==> src/rtl/mips_ctrl_pkg.sv <==
// mips_ctrl_pkg: shared state, opcode, ALU and PC-source encodings for the multicycle controller
package mips_ctrl_pkg;
  typedef enum logic [3:0] {
    S_IDLE      = 4'd0,
    S_FETCH     = 4'd1,
    S_DECODE    = 4'd2,
    S_MEM_ADDR  = 4'd3,
    S_MEM_READ  = 4'd4,
    S_MEM_WB    = 4'd5,
    S_MEM_WRITE = 4'd6,
    S_R_EXEC    = 4'd7,
    S_R_WB      = 4'd8,
    S_BRANCH    = 4'd9,
    S_JUMP      = 4'd10,
    S_ADDI_EXEC = 4'd11,
    S_ADDI_WB   = 4'd12
  } state_t;
  localparam logic [5:0] OP_RTYPE = 6'b000000;
  localparam logic [5:0] OP_LW    = 6'b100011;
  localparam logic [5:0] OP_SW    = 6'b101011;
  localparam logic [5:0] OP_BEQ   = 6'b000100;
  localparam logic [5:0] OP_J     = 6'b000010;
  localparam logic [5:0] OP_ADDI  = 6'b001000;
  localparam logic [1:0] ALU_ADD   = 2'b00;
  localparam logic [1:0] ALU_SUB   = 2'b01;
  localparam logic [1:0] ALU_FUNCT = 2'b10;
  localparam logic [1:0] PC_ALU    = 2'b00;
  localparam logic [1:0] PC_ALUOUT = 2'b01;
  localparam logic [1:0] PC_JUMP   = 2'b10;
  typedef struct packed {
    logic       pc_write;
    logic       pc_write_cond;
    logic       i_or_d;
    logic       mem_read;
    logic       mem_write;
    logic       ir_write;
    logic       mem_to_reg;
    logic       reg_dst;
    logic       reg_write;
    logic       alu_src_a;
    logic [1:0] alu_src_b;
    logic [1:0] alu_op;
    logic [1:0] pc_source;
  } ctrl_t;
endpackage

==> src/rtl/control_output_decode.sv <==
// control_output_decode: Moore control-signal decode of the FSM state, fetch enables gated by mem_ready
import mips_ctrl_pkg::*;
module control_output_decode (
  input  state_t state,
  input  logic   mem_ready,
  output ctrl_t  ctrl
);
  // Everything defaults low so IDLE and unused encodings assert nothing
  always_comb begin
    ctrl = '0;
    case (state)
      S_FETCH: begin
        ctrl.mem_read  = 1'b1;
        ctrl.alu_src_b = 2'b01;
        ctrl.alu_op    = ALU_ADD;
        ctrl.pc_source = PC_ALU;
        ctrl.ir_write  = mem_ready;
        ctrl.pc_write  = mem_ready;
      end
      S_DECODE: begin
        ctrl.alu_src_b = 2'b11;
        ctrl.alu_op    = ALU_ADD;
      end
      S_MEM_ADDR, S_ADDI_EXEC: begin
        ctrl.alu_src_a = 1'b1;
        ctrl.alu_src_b = 2'b10;
        ctrl.alu_op    = ALU_ADD;
      end
      S_MEM_READ: begin
        ctrl.mem_read = 1'b1;
        ctrl.i_or_d   = 1'b1;
      end
      S_MEM_WB: begin
        ctrl.reg_write  = 1'b1;
        ctrl.mem_to_reg = 1'b1;
      end
      S_MEM_WRITE: begin
        ctrl.mem_write = 1'b1;
        ctrl.i_or_d    = 1'b1;
      end
      S_R_EXEC: begin
        ctrl.alu_src_a = 1'b1;
        ctrl.alu_op    = ALU_FUNCT;
      end
      S_R_WB: begin
        ctrl.reg_write = 1'b1;
        ctrl.reg_dst   = 1'b1;
      end
      S_BRANCH: begin
        ctrl.alu_src_a     = 1'b1;
        ctrl.alu_op        = ALU_SUB;
        ctrl.pc_write_cond = 1'b1;
        ctrl.pc_source     = PC_ALUOUT;
      end
      S_JUMP: begin
        ctrl.pc_write  = 1'b1;
        ctrl.pc_source = PC_JUMP;
      end
      S_ADDI_WB: ctrl.reg_write = 1'b1;
      default: ;
    endcase
  end
endmodule

==> src/rtl/multicycle_control.sv <==
// multicycle_control: multicycle MIPS control FSM with retired-instruction counter
import mips_ctrl_pkg::*;
module multicycle_control (
  input  logic        clk,
  input  logic        rst_n,
  input  logic [5:0]  opcode,
  input  logic        mem_ready,
  output logic        pc_write,
  output logic        pc_write_cond,
  output logic        i_or_d,
  output logic        mem_read,
  output logic        mem_write,
  output logic        ir_write,
  output logic        mem_to_reg,
  output logic        reg_dst,
  output logic        reg_write,
  output logic        alu_src_a,
  output logic [1:0]  alu_src_b,
  output logic [1:0]  alu_op,
  output logic [1:0]  pc_source,
  output logic        illegal_op,
  output logic [31:0] retired,
  output logic [3:0]  state
);
  state_t state_q, state_d;
  ctrl_t  ctrl;
  logic   legal, retire;
  assign legal = opcode inside {OP_RTYPE, OP_LW, OP_SW, OP_BEQ, OP_J, OP_ADDI};
  assign illegal_op = (state_q == S_DECODE) && !legal;
  assign retire = (state_q inside {S_MEM_WB, S_R_WB, S_BRANCH, S_JUMP, S_ADDI_WB}) ||
                  (state_q == S_MEM_WRITE && mem_ready);
  assign state = state_q;
  // Next-state selection; stalls hold in memory states, unused encodings fall back to FETCH
  always_comb begin
    state_d = S_FETCH;
    case (state_q)
      S_FETCH:     state_d = mem_ready ? S_DECODE : S_FETCH;
      S_DECODE:    state_d = (opcode == OP_LW || opcode == OP_SW) ? S_MEM_ADDR :
                             (opcode == OP_RTYPE) ? S_R_EXEC :
                             (opcode == OP_BEQ)   ? S_BRANCH :
                             (opcode == OP_J)     ? S_JUMP :
                             (opcode == OP_ADDI)  ? S_ADDI_EXEC : S_FETCH;
      S_MEM_ADDR:  state_d = (opcode == OP_LW) ? S_MEM_READ : S_MEM_WRITE;
      S_MEM_READ:  state_d = mem_ready ? S_MEM_WB : S_MEM_READ;
      S_MEM_WRITE: state_d = mem_ready ? S_FETCH : S_MEM_WRITE;
      S_R_EXEC:    state_d = S_R_WB;
      S_ADDI_EXEC: state_d = S_ADDI_WB;
      default:     state_d = S_FETCH;
    endcase
  end
  // State register and retirement counter, cleared asynchronously
  always_ff @(posedge clk or negedge rst_n) begin
    if (!rst_n) begin
      state_q <= S_IDLE;
      retired <= '0;
    end else begin
      state_q <= state_d;
      if (retire) retired <= retired + 32'd1;
    end
  end
  control_output_decode u_dec (
    .state     (state_q),
    .mem_ready (mem_ready),
    .ctrl      (ctrl)
  );
  assign pc_write      = ctrl.pc_write;
  assign pc_write_cond = ctrl.pc_write_cond;
  assign i_or_d        = ctrl.i_or_d;
  assign mem_read      = ctrl.mem_read;
  assign mem_write     = ctrl.mem_write;
  assign ir_write      = ctrl.ir_write;
  assign mem_to_reg    = ctrl.mem_to_reg;
  assign reg_dst       = ctrl.reg_dst;
  assign reg_write     = ctrl.reg_write;
  assign alu_src_a     = ctrl.alu_src_a;
  assign alu_src_b     = ctrl.alu_src_b;
  assign alu_op        = ctrl.alu_op;
  assign pc_source     = ctrl.pc_source;
endmodule

==> config.mk <==
export PLATFORM = sky130hd
export DESIGN_NAME = multicycle_control
export DESIGN_NICKNAME = d
export VERILOG_FILES = /design/src/rtl/mips_ctrl_pkg.sv /design/src/rtl/control_output_decode.sv /design/src/rtl/multicycle_control.sv
export SDC_FILE = /design/constraint.sdc
export NUM_CORES = 1
export LEC_CHECK = 0
export CAP_MARGIN = 10
export CORE_UTILIZATION = 41
export CTS_CLUSTER_DIAMETER = 100
export DETAILED_ROUTE_END_ITERATION = 10
export PLACE_DENSITY_LB_ADDON = 0.1
export RECOVER_POWER = 25
export SYNTH_ARGS = -nofsm -noshare
export SYNTH_HDL_FRONTEND = slang
export SYNTH_HIERARCHICAL = 1
export SYNTH_SLANG_ARGS = --single-unit
==> constraint.sdc <==
create_clock -name clk -period 4.1 [get_ports clk]
set_input_delay 0.615 -clock clk [delete_from_list [all_inputs] [get_ports clk]]
set_output_delay 0.615 -clock clk [all_outputs]
set_load 0.005 [all_outputs]
# == After elaboration in Yosys (flattened, before gate mapping) ==
# Cells that the tools add are included.
# Widths: inputs -> output; s select.
# classes
add_sub_neg,1
n_eq_ne,17
muxes,23
reduce_logical,13
# op_table
operator,n
$add 32x1->32 const B,1
$pmux 4 s7,1
$eq 4x4->1 const B,5
$mux 4,5
$eq 4x3->1 const B,4
$eq 6x6->1 const B,2
$mux 1,10
$eq 4x2->1 const B,2
$pmux 2 s2,2
$eq 6x2->1 const B,1
$eq 6x3->1 const B,1
$eq 6x4->1 const B,1
$logic_not 6->1,1
$pmux 2 s3,1
$reduce_bool 6->1,1
$reduce_or 2->1,3
$reduce_bool 5->1,1
$eq 4x1->1 const B,1
$mux 2,2
$reduce_or 4->1,1
$mux 3,1
$reduce_or 3->1,1
$logic_and 1x1->1,2
$logic_or 1x1->1,2
2 further kinds,2
# totals
ff_bits,36
inputBits,9
out_inout_bits,53
wordCells,56

# == Longest topological paths before layout ==
# Gate-level depths: netlist of run 1.
# logic_depth
depth_word,7
mapped_depth,7
depth_no_buf,5

# == Cells and area by module ==
# Netlist of run 1, hierarchy kept.
# by_module_without_submodules
mod,instances,cells_per_inst,area_per_inst_um2,seq_area_each_um2
multicycle_control,1,186,1968.1,900.9
control_output_decode,1,31,240.2,0.0

# == Least setup slack after synthesis of run 1 ==
# No wires, ideal clock.
# synth_timing
path_kind,input port to output port
start,input opcode[1]
end,output illegal_op
t_arrival_ns,1.184
required_time_ns,3.485
path_slack_ns,2.301
stages,4
path_buffers,0
cell_sequence,and3_1 -> nand2_1 -> nand3_1 -> nor3b_1
# synth_via
elab_chain_cells,4
word_cells_on_any_way,9
cone_classes,eq/ne: 5; reduce/logical: 4
# synth_rtl
item,line,text
"start, declared",multicycle_control.sv:6,"input logic [5:0] opcode,"
"$eq 6x6->1, or another cell as far along",multicycle_control.sv:28,"assign legal = opcode inside {OP_RTYPE, OP_LW, OP_SW, OP_BEQ, OP_J, OP_ADDI};"
$reduce_bool 6->1 (*),multicycle_control.sv:28,
$logic_not 1->1 (*),multicycle_control.sv:29,assign illegal_op = (state_q == S_DECODE) && !legal;
$logic_and 1x1->1 (*),multicycle_control.sv:29,
"end, declared",multicycle_control.sv:21,"output logic illegal_op,"
# Mark *: on every way between the ends. The rest lies on a longest branch, timed or not.

# == Worst setup path after layout of run 1 ==
# layout_timing
start,register state_q[1] (netlist: state[1])
end,output illegal_op
# layout_via
elab_chain_cells,2
# layout_rtl
item,line,text
"start, declared",multicycle_control.sv:25,"state_t state_q, state_d;"
"start signal, assigned",multicycle_control.sv:57,state_q <= state_d;
$eq 4x2->1,multicycle_control.sv:29,
$logic_and 1x1->1,multicycle_control.sv:29,
# No other way between the ends.

==> impl_results.md, run 1 <==
* Status: finished with violations
* Failing checks: capacitance limit, slew limit
* Largest net degree at the start of global routing at 37
* Area fraction in compound gates after synthesis at 0.0680
* Worst path cell trace: nor2b_1, nand3_1, nor3b_1, clkdlybuf4s50_1
* Chip height at roughly 75 um
* Worst Path Buf+Inv at 1
* Number of global-route vias before repair at 1,632
* Final hold violation count at 0
* Met1 Use GR at 0.239
* Layout area overhead at 32.1%
* # port buffers at 61
* DR iter-0 viols at 45
* Setup bufs post-CTS at 0
* Core ar. at around 5100 sq um
* Cell family with most CP delay: flip-flops
* Detailed-route wire length per cell at 13.4 um
* RePlAce Congestion at between 0.7 and 0.8
* Largest cells by area after synthesis: dfrtp_1, xor2_1, xnor2_1, nand2_1, nor2_1
* RSZ-0062 raised after global routing: no
* CTS tree: built
* Combinational share of power at 0.384
* Critical Path Max Stage Delay at roughly 0.74 ns
* Minimum clock period at about 2.9 ns
* Worst-margin pin slew at 1.94 ns
* Nets at around 290
* First-pass GRT wire length at roughly 7600 um
* Seq pwr share at 0.409
* Global-route usage over all layers at 0.177
* Met3 GRT Util at 0.0397
* Flops & latches, synth at 36
* Die Width at between 70 and 80 um
* Power share of the clock group at 0.207
* Max cap viols at 1
* H-tree levels at 2
* Net Sw Frac at 0.339
* Worst setup path class: register to primary output
* Final setup viols at 0
* Vias per cell at between 5 and 6
* Dpl hpwl at about 3200 um
* Worst setup SP type: register
* CTS hold repair buffers at 0
* Seq/Total Area, Yosys at 0.408
* WHS Path Cells at 1
* Yosys cell types at 48
* P per Cell Area at about 430 nW/um^2
* Crit-path slowest cell: dfrtp_1
* Final WL at between 4000 and 5000 um
* Mux cell area share after synthesis at 0.00510
* Cells after Synth at around 220
* Clock transition at the registers of the reported paths at 0.07 ns
* I/O pins at 62
* Period utilization at 0.699
* Num Clock Sinks at 36
* Row cnt at 26
* WP depth at 4
* Fin. max-slew vios at 37
* Drt drc at 0
* Cell taking the most area after synthesis: dfrtp_1
* Total CTS buffers at 5
* Placed cell areas at about 2800 sq um
* Max Root-Sink Buffers at 2
* Worst setup EP type: primary output
* Largest family of logic cells by synthesized area: simple AND/OR/NAND/NOR gates
* Die area at between 5000 and 6000 sq um
* Final instance area at approximately 2900 sq um
* Layout cells sized above 1 at 0.116
* Internal at roughly 0.0008 W
* Synthesis Warnings at 6
* Switching Power at between 0.0004 and 0.0005 W
* GRT busiest layer: met2
* HP Class: register to register
* Xor and xnor area share after synthesis at 0.135
* # diodes at 0
* Final antenna-violating net count at 0
* Synth top area share at 0.408
* Cell Area, Synth at about 2200 sq um
* Worst rel slew slack at -0.291
* Gr ovfl total at 0
* Static leakage at approximately 1.2 nW
* Synth Area per Inst at 10.2 sq um
* Synth Net Count at approximately 230
* Fmax achieved at 0.349 GHz
* Worst-Skew Late Latency at just under 0.3 ns
* VDD IR max at ~0.18 mV
* Post-cts sizing count at 0
* Root Driver: clkbuf_8
* Post-Synth Adder-Cell Area at 0.00567
* Worst-path fanout max at 19
* R2R cell count at 5
* Setup TNS at 0 ns
* Number of detailed-route iterations in the first pass at 4
* GRT met2 Usage at 0.283
* Initial Util at 0.430
* Via Count at around 1,800
* Simple-gate share of the synthesized area at 0.324
* Skew final at roughly 0.0064 ns
* Initial antenna violation count at 0
* CP required at 3.48 ns
* CP arrival at about 2.3 ns
==> cells in the mapped netlist (all sizes together) <==
| cell type | instances |
|---|---|
| dfrtp | 36 |
| nand2 | 20 |
| nor2 | 19 |
| xor2 | 19 |
| nor3 | 16 |
| xnor2 | 15 |
| nand3 | 12 |
| inv | 10 |
| nor4 | 9 |
| buf | 8 |
| nand2b | 8 |
| a21oi | 7 |
| nand4 | 6 |
| and3 | 3 |
| clkbuf | 3 |
| and3b | 2 |
| nand3b | 2 |
| o211ai | 2 |
| o21ai | 2 |
| or2 | 2 |
| a211oi | 1 |
| a21boi | 1 |
| a22o | 1 |
| a2bb2oi | 1 |
| a31o | 1 |
| and2 | 1 |
| and4 | 1 |
| ha | 1 |
| mux2 | 1 |
| nand4bb | 1 |
| nor2b | 1 |
| nor3b | 1 |
| nor4b | 1 |
| o22a | 1 |
| o32ai | 1 |
| o41ai | 1 |
==> registers in the layout, summed over array words and instances, names as in the netlist <==
name / flops
state: 4
retired: 32
==> per-layer routing <==
| metal | vias up | routed length, um |
|---|---|---|
| met2 | 42 | 2180 |
| li1 | 862 | - |
| met3 | 6 | 222 |
| met4 | 0 | 59 |
| met5 | - | 0 |
| met1 | 860 | 2170 |
==> area by class of cell <==
type / instances / area, sq um
clock buffers: 8 / 90.1
fillers: 496 / 2220
inverters: 10 / 37.5
multi-input cells: 160 / 1190
flip-flops and latches: 36 / 901
well taps: 70 / 87.6
repair buffers: 62 / 614
==> path summary, 6_finish.rpt <==
check / slack (ns) / to / from
hold / removal: 0.48 / retired[31] / retired[31]
min in group asynchronous: 1.40 / retired[0] / rst_n
setup / recovery: 1.23 / illegal_op / state[1]
hold reg to reg: 0.48 / retired[31] / retired[31]
setup reg to reg: 1.81 / retired[25] / state[3]
max in group asynchronous: 1.58 / retired[14] / rst_n
==> through the flow <==
step	hold slack, ns	power, W	instances	setup slack (ns)	utilization
after floorplan	0.319	0.000800	217	2.30	-
after global placement	0.460	0.000998	338	1.25	0.551
final	0.475	0.00125	346	1.23	0.568
after detailed placement	0.465	0.00100	338	1.26	0.551
after CTS	0.482	0.00126	346	1.24	0.568
after global routing	0.505	0.00134	346	1.04	0.568
==> kinds of logic after synthesis <==
logic type	Yosys count
muxes	1
adders and majority gates	1
DFF	36
and+or+nand+nor	105
buffers and inverters	21
xor gates and xnor gates	34
AOI/OAI and AO/OA	19
==> layout by cell type (no fill, tap or decap), types with 2 or more instances in the layout <==
cell and n:
nand3b_1 2, clkdlybuf4s50_1 60, nor4_1 3, clkbuf_8 6, xnor2_1 15, xor2_1 19
nor4_4 3, a21oi_1 7, inv_1 10, clkbuf_1 3, o21ai_0 2, nor3_2 4
dfrtp_1 36, nand3_1 10, nor3_1 12, nand4_4 2, nand3_2 2, nand2b_1 4
nand4_1 4, nor2_1 19, o211ai_1 2, and3_1 3, nor4_2 3, nand2b_4 4
nand2_1 19
==> power groups by stage <==
stage	Sequential [W]	Combinational, W	Clock (W)
2_1_floorplan	0.000440	0.000360	0
3_3_place_gp	0.000517	0.000481	0
3_5_place_dp	0.000517	0.000483	0
4_1_cts	0.000509	0.000484	0.000268
5_1_grt	0.000524	0.000533	0.000283
6_report	0.000510	0.000479	0.000258
(Power assumes the default switching activity.)
==> run 2, diff against run 1 <==
==> constraint.sdc (replaced) <==
create_clock -name clk -period 2.4 [get_ports clk]
set_input_delay 0.36 -clock clk [delete_from_list [all_inputs] [get_ports clk]]
set_output_delay 0.36 -clock clk [all_outputs]
set_load 0.005 [all_outputs]
==> impl_results.md, run 2 (synthesis gave the netlist of run 1 again) <==
* R2R Setup Slk at 0.39 ns (-1.42 ns)
* I/O pins at 62 (unchanged)
* Layout cells sized above 1 at 0.152 (+0.0365)
* Static leakage at 1.28 nW (+3.9%)
* P per Cell Area at 734 nW/um^2 (+72%)
* CTS tree: built
* RePlAce Congestion at 0.894 (+27%)
* Worst-path fanout max at 4 (-15)
* Final antenna-violating net count at 0 (unchanged)
* Seq pwr share at 0.349 (-0.060)
* Most frequent cells in the layout: clkdlybuf4s50_1, dfrtp_1, xor2_1, nand2_1, nor2_1
* Post-cts sizing count at 0 (unchanged)
* CTS hold repair buffers at 0 (unchanged)
* Critical Path Max Stage Delay at 0.53 ns (-0.21 ns)
* Num Clock Sinks at 36 (unchanged)
* Period utilization at 0.963
* Global-route usage over all layers at 0.176 (-0.00139)
* Final hold violation count at 0 (unchanged)
* Total CTS buffers at 5 (unchanged)
* Final WL at 4700 um (+1.4%)
* Net Sw Frac at 0.339 (about the same)
* Worst-margin pin slew at 0.896 ns (-1.04 ns)
* Core ar. at 5140 sq um (unchanged)
* Biggest register: retired
* Multi-input logic area at 1190 sq um (+0.63%)
* WP depth at 5 (+1)
* Max Root-Sink Buffers at 2 (unchanged)
* Worst setup SP type: primary input
* # port buffers at 61 (unchanged)
* Placed cell areas at 2880 sq um (+1.6%)
* Crit-path slowest cell: clkdlybuf4s50_1
* Worst Setup SP: opcode[3]
* RSZ-0062 raised after global routing: no
* Fill cell count at 500 (+0.81%)
* Via Count at 1,760 (-0.56%)
* Initial Util at 0.430 (unchanged)
* Fin. max-slew vios at 0 (-100%)
* Internal at 0.00144 W (+75%)
* Max FFs per register at 32 (unchanged)
* Nets at 291 (+2.1%)
* Final setup viols at 0 (unchanged)
* Worst rel slew slack at 0.403 (+0.694)
* Vias per cell at 5.00 (-2.3%)
* Die Width at 75.4 um (unchanged)
* Worst Path Buf+Inv at 2 (+1)
* R2R cell count at 6 (+1)
* Switching Power at 0.000741 W (+75%)
* # diodes at 0 (unchanged)
* Chip height at 75.4 um (unchanged)
* Cell family with most CP delay: buffers and inverters
* DR iter-0 viols at 25 (-44%)
* H-tree levels at 2 (unchanged)
* Power share of the clock group at 0.203 (-0.004)
* Combinational share of power at 0.448 (+0.064)
* Number of global-route vias before repair at 1,621 (-0.67%)
* Minimum clock period at between 2 and 2.5 ns
* Clock transition at the registers of the reported paths at 0.07 ns (about the same)
* Largest net degree at the start of global routing at 37 (unchanged)
* Worst path cell trace: clkdlybuf4s50_1, xor2_1, o211ai_1, nor3b_1, clkdlybuf4s50_1
* Layout area overhead at 34.8%
* Drt drc at 0 (unchanged)
* FF-to-FF End: retired[25]
* VDD IR max at 0.375 mV (+110%)
* Initial antenna violation count at 0 (unchanged)
* Crit path top cell by count: clkdlybuf4s50_1
* Worst Setup EP: illegal_op
* Detailed-route wire length per cell at 13.3 um (-0.32%)
* Worst setup path class: primary input to primary output
* Place WS at 0.111 ns (-1.15 ns)
* Setup TNS at 0 ns (unchanged)
* Max cap viols at 0 (-1)
* Skew final at 0.00556 ns (-0.000828 ns)
* Die area at 5680 sq um (unchanged)
* First-pass GRT wire length at 7530 um (-0.91%)
* Gr ovfl total at 0 (unchanged)
* Dpl hpwl at 3350 um (+3.2%)
* CP required at 2.04 ns (-1.44 ns)
* Worst R2R Start: state[3]
* Fmax achieved at approximately 0.43 GHz
* Worst-Skew Late Latency at 0.29 ns (about the same)
* Commonest non-fill, non-tap cell in the layout: clkdlybuf4s50_1
* Row cnt at 26 (unchanged)
* Worst setup EP type: primary output
* Register area at 901 sq um (unchanged)
* Final instance area at 2980 sq um (+2.0%)
* WHS at 0.470 ns (-0.00555 ns)
* Root Driver: clkbuf_8
* Final worst setup slack at 0.0877 ns (-1.15 ns)
* Number of detailed-route iterations in the first pass at 4 (unchanged)
* HP Class: register to register
* Status: complete, no violations
* CP arrival at 1.95 ns (-0.30 ns)
* Setup bufs post-CTS at 0 (unchanged)
run 2: worst register-to-register path, cell delays in order (launching register included):
cell and delay (ns):
dfrtp_1 0.46, buf_4 0.23, nand2_1 0.14, a2bb2oi_4 0.21, nand3_2 0.30, nor4_1 0.43, xor2_1 0.17
run 2: layer usage:
metal / vias to the layer above / global-route usage / share of wire
met3: 11 / 0.0450 / 0.052
met2: 43 / 0.295 / 0.46
li1: 871 / - / -
met1: 835 / 0.219 / 0.46
met4: 0 / 0.0679 / 0.021
met5: - / 0 / 0
run 2: layout make-up:
type / count / share of cell area
clock buffer: 6 / 0.0277
clock inverter: 2 / 0.00336
multi-input combinational: 160 / 0.401
sequential: 36 / 0.303
timing repair buffer: 68 / 0.223
inverter: 10 / 0.0126
tap: 70 / 0.0294
run 2: power by group through the flow:
stage               clock network (W)  logic, W  registers [W]
finish                       0.000444  0.000980       0.000762
global route                 0.000483   0.00108       0.000775
CTS                          0.000458  0.000986       0.000759
detailed placement                  0  0.000984       0.000771
global placement                    0  0.000979       0.000773
floorplan                           0  0.000614       0.000752
run 2: how the worst min path moves through the flow:
stage / startpoint / endpoint / slack [ns] / depth (start not counted)
after floorplan: rst_n / retired[0] / 0.06 / 0
after global placement: retired[31] / retired[31] / 0.46 / 1
after detailed placement: retired[31] / retired[31] / 0.46 / 1
after CTS: retired[31] / retired[31] / 0.48 / 1
after global routing: retired[31] / retired[31] / 0.51 / 1
final: retired[31] / retired[31] / 0.47 / 1
run 2: per-stage QoR:
step                 util  instances  total power [W]
floorplan               -        217          0.00137
global placement    0.560        344          0.00175
detailed placement  0.560        344          0.00175
CTS                 0.578        352          0.00220
global route        0.579        352          0.00233
finish              0.579        352          0.00219
==> run 3, diff against run 2 <==
--- a/config.mk
+++ b/config.mk
@@ -9,6 +9,7 @@
 export CORE_UTILIZATION = 41
 export CTS_CLUSTER_DIAMETER = 100
 export DETAILED_ROUTE_END_ITERATION = 10
+export MAX_ROUTING_LAYER = met4
 export PLACE_DENSITY_LB_ADDON = 0.1
 export RECOVER_POWER = 25
 export SYNTH_ARGS = -nofsm -noshare
==> impl_results.md, run 3 (synthesis gave the netlist of run 1 again) <==
* Register area at 901 sq um (unchanged)
* Worst-Skew Late Latency at 0.29 ns (about the same)
* DR iter-0 viols at 21 (-16%)
* Gr ovfl total at 0 (unchanged)
* Layout area overhead at 34.8% (unchanged)
* Number of detailed-route iterations in the first pass at 4 (unchanged)
* Largest net degree at the start of global routing at 37 (unchanged)
* Combinational share of power at 0.449 (about the same)
* Placed cell count at 344 (unchanged)
* Static leakage at 1.28 nW (unchanged)
* P per Cell Area at 735 nW/um^2 (about the same)
* Switching Power at 0.000743 W (+0.18%)
* Via Count at 1,759 (-0.057%)
* Worst Setup SP: opcode[3]
* Initial antenna violation count at 0 (unchanged)
* HP Class: register to register
* RSZ-0062 raised after global routing: no
* Global-route usage over all layers at 0.181 (+0.00553)
* CP arrival at 1.95 ns (about the same)
* Final setup viols at 0 (unchanged)
* Layout cells sized above 1 at 0.152 (unchanged)
* Vias per cell at 5.00 (about the same)
* Worst setup SP type: primary input
* Worst Setup EP: illegal_op
* Power consumption at 0.00219 W (about the same)
* Drt drc at 0 (unchanged)
* Root Driver: clkbuf_8
* Worst-margin pin slew at 0.898 ns (+0.00198 ns)
* CTS tree: built
* I/O pins at 62 (unchanged)
* Total CTS buffers at 5 (unchanged)
* # diodes at 0 (unchanged)
* Minimum clock period at 2.31 ns (unchanged)
* Seq pwr share at 0.348 (about the same)
* Multi-input logic area at 1190 sq um (unchanged)
* Dpl hpwl at 3350 um (unchanged)
* R2R Setup Slk at 0.39 ns (about the same)
* Biggest register: retired
* Number of global-route vias before repair at 1,620 (-0.062%)
* Period utilization at 0.963 (unchanged)
* Final antenna-violating net count at 0 (unchanged)
* Worst path cell trace: clkdlybuf4s50_1, xor2_1, o211ai_1, nor3b_1, clkdlybuf4s50_1
* VDD IR max at 0.375 mV (about the same)
* Final std cells w/o fill at 352 (unchanged)
* Skew final at 0.00554 ns (-0.0000263 ns)
* Max Root-Sink Buffers at 2 (unchanged)
* Crit path top cell by count: clkdlybuf4s50_1
* Clock transition at the registers of the reported paths at 0.07 ns (about the same)
* Most frequent cells in the layout: clkdlybuf4s50_1, dfrtp_1, xor2_1, nand2_1, nor2_1
* R2R cell count at 6 (unchanged)
* Net Sw Frac at 0.340 (+0.000409)
* Initial Util at 0.430 (unchanged)
* Worst R2R Start: state[3]
* Detailed-route wire length per cell at 13.4 um (+0.17%)
* Commonest non-fill, non-tap cell in the layout: clkdlybuf4s50_1
* Fill cell count at 500 (unchanged)
* Worst-path fanout max at 4 (unchanged)
* H-tree levels at 2 (unchanged)
* Fmax achieved at 0.432 GHz (unchanged)
* Max FFs per register at 32 (unchanged)
* WHS at 0.470 ns (+0.00000800 ns)
* Crit-path slowest cell: clkdlybuf4s50_1
* Critical Path Max Stage Delay at 0.53 ns (about the same)
* # port buffers at 61 (unchanged)
* First-pass GRT wire length at 7530 um (about the same)
* Setup TNS at 0 ns (unchanged)
* RePlAce Congestion at 0.909 (+1.7%)
* Chip height at 75.4 um (unchanged)
* Final WL at 4700 um (+0.17%)
* Worst rel slew slack at 0.401 (-0.00132)
* Power share of the clock group at 0.203 (about the same)
* Die Width at 75.4 um (unchanged)
* CP required at 2.04 ns (about the same)
* Num Clock Sinks at 36 (unchanged)
* Die area at 5680 sq um (unchanged)
* Row cnt at 26 (unchanged)
* Final hold violation count at 0 (unchanged)
* Final worst setup slack at 0.0877 ns (unchanged)
* Setup bufs post-CTS at 0 (unchanged)
* Worst setup path class: primary input to primary output
* Nets at 291 (unchanged)
* Place WS at 0.111 ns (unchanged)
* Internal at 0.00144 W (unchanged)
* Worst setup EP type: primary output
* Core ar. at 5140 sq um (unchanged)
* Fin. max-slew vios at 0 (unchanged)
* Status: complete, no violations
* Max cap viols at 0 (unchanged)
* FF-to-FF End: retired[25]
run 3: through the flow:
step / instance area, sq um / util
floorplan: 2210 / -
global placement: 2880 / 0.560
detailed placement: 2880 / 0.560
CTS: 2970 / 0.578
global route: 2980 / 0.579
finish: 2980 / 0.579
run 3: worst max-delay path: cells and delay by family:
kind	cells	cell delay [ns]
buffers and inverters	2	1.01
and+or+nand+nor	1	0.20
xor gates and xnor gates	1	0.19
AOI/OAI and AO/OA	1	0.19
run 3: routing by layer:
metal / share of wire / GRT usage
met1: 0.47 / 0.221
met2: 0.46 / 0.295
met5: 0 / -
met3: 0.049 / 0.0423
met4: 0.020 / 0.0679
run 3: area by class of cell:
type,count,share of cell area
well taps,70,0.0294
clock inverters,2,0.00336
repair buffers,68,0.223
flip-flops and latches,36,0.303
multi-input cells,160,0.401
clock buffers,6,0.0277
inverters,10,0.0126
run 3: worst min path at each step:
| stage | start | depth (start not counted) | slack, ns | to |
|---|---|---|---|---|
| 6_report | retired[31] | 1 | 0.47 | retired[31] |
| 3_3_place_gp | retired[31] | 1 | 0.46 | retired[31] |
| 2_1_floorplan | rst_n | 0 | 0.06 | retired[0] |
| 5_1_grt | retired[31] | 1 | 0.51 | retired[31] |
| 3_5_place_dp | retired[31] | 1 | 0.46 | retired[31] |
| 4_1_cts | retired[31] | 1 | 0.48 | retired[31] |
run 3: what timing repair did:
action / in CTS / in global routing
setup endpoints to repair: 0 / 1
resized for setup: 0 / 3
hold buffers: 0 / 0
run 3: power groups by stage:
stage                     clock (W)  combinational (W)  sequential, W
after floorplan                   0           0.000614       0.000752
after global placement            0           0.000979       0.000773
after detailed placement          0           0.000984       0.000771
after CTS                  0.000458           0.000986       0.000759
after global routing       0.000483            0.00108       0.000775
final                      0.000444           0.000981       0.000762
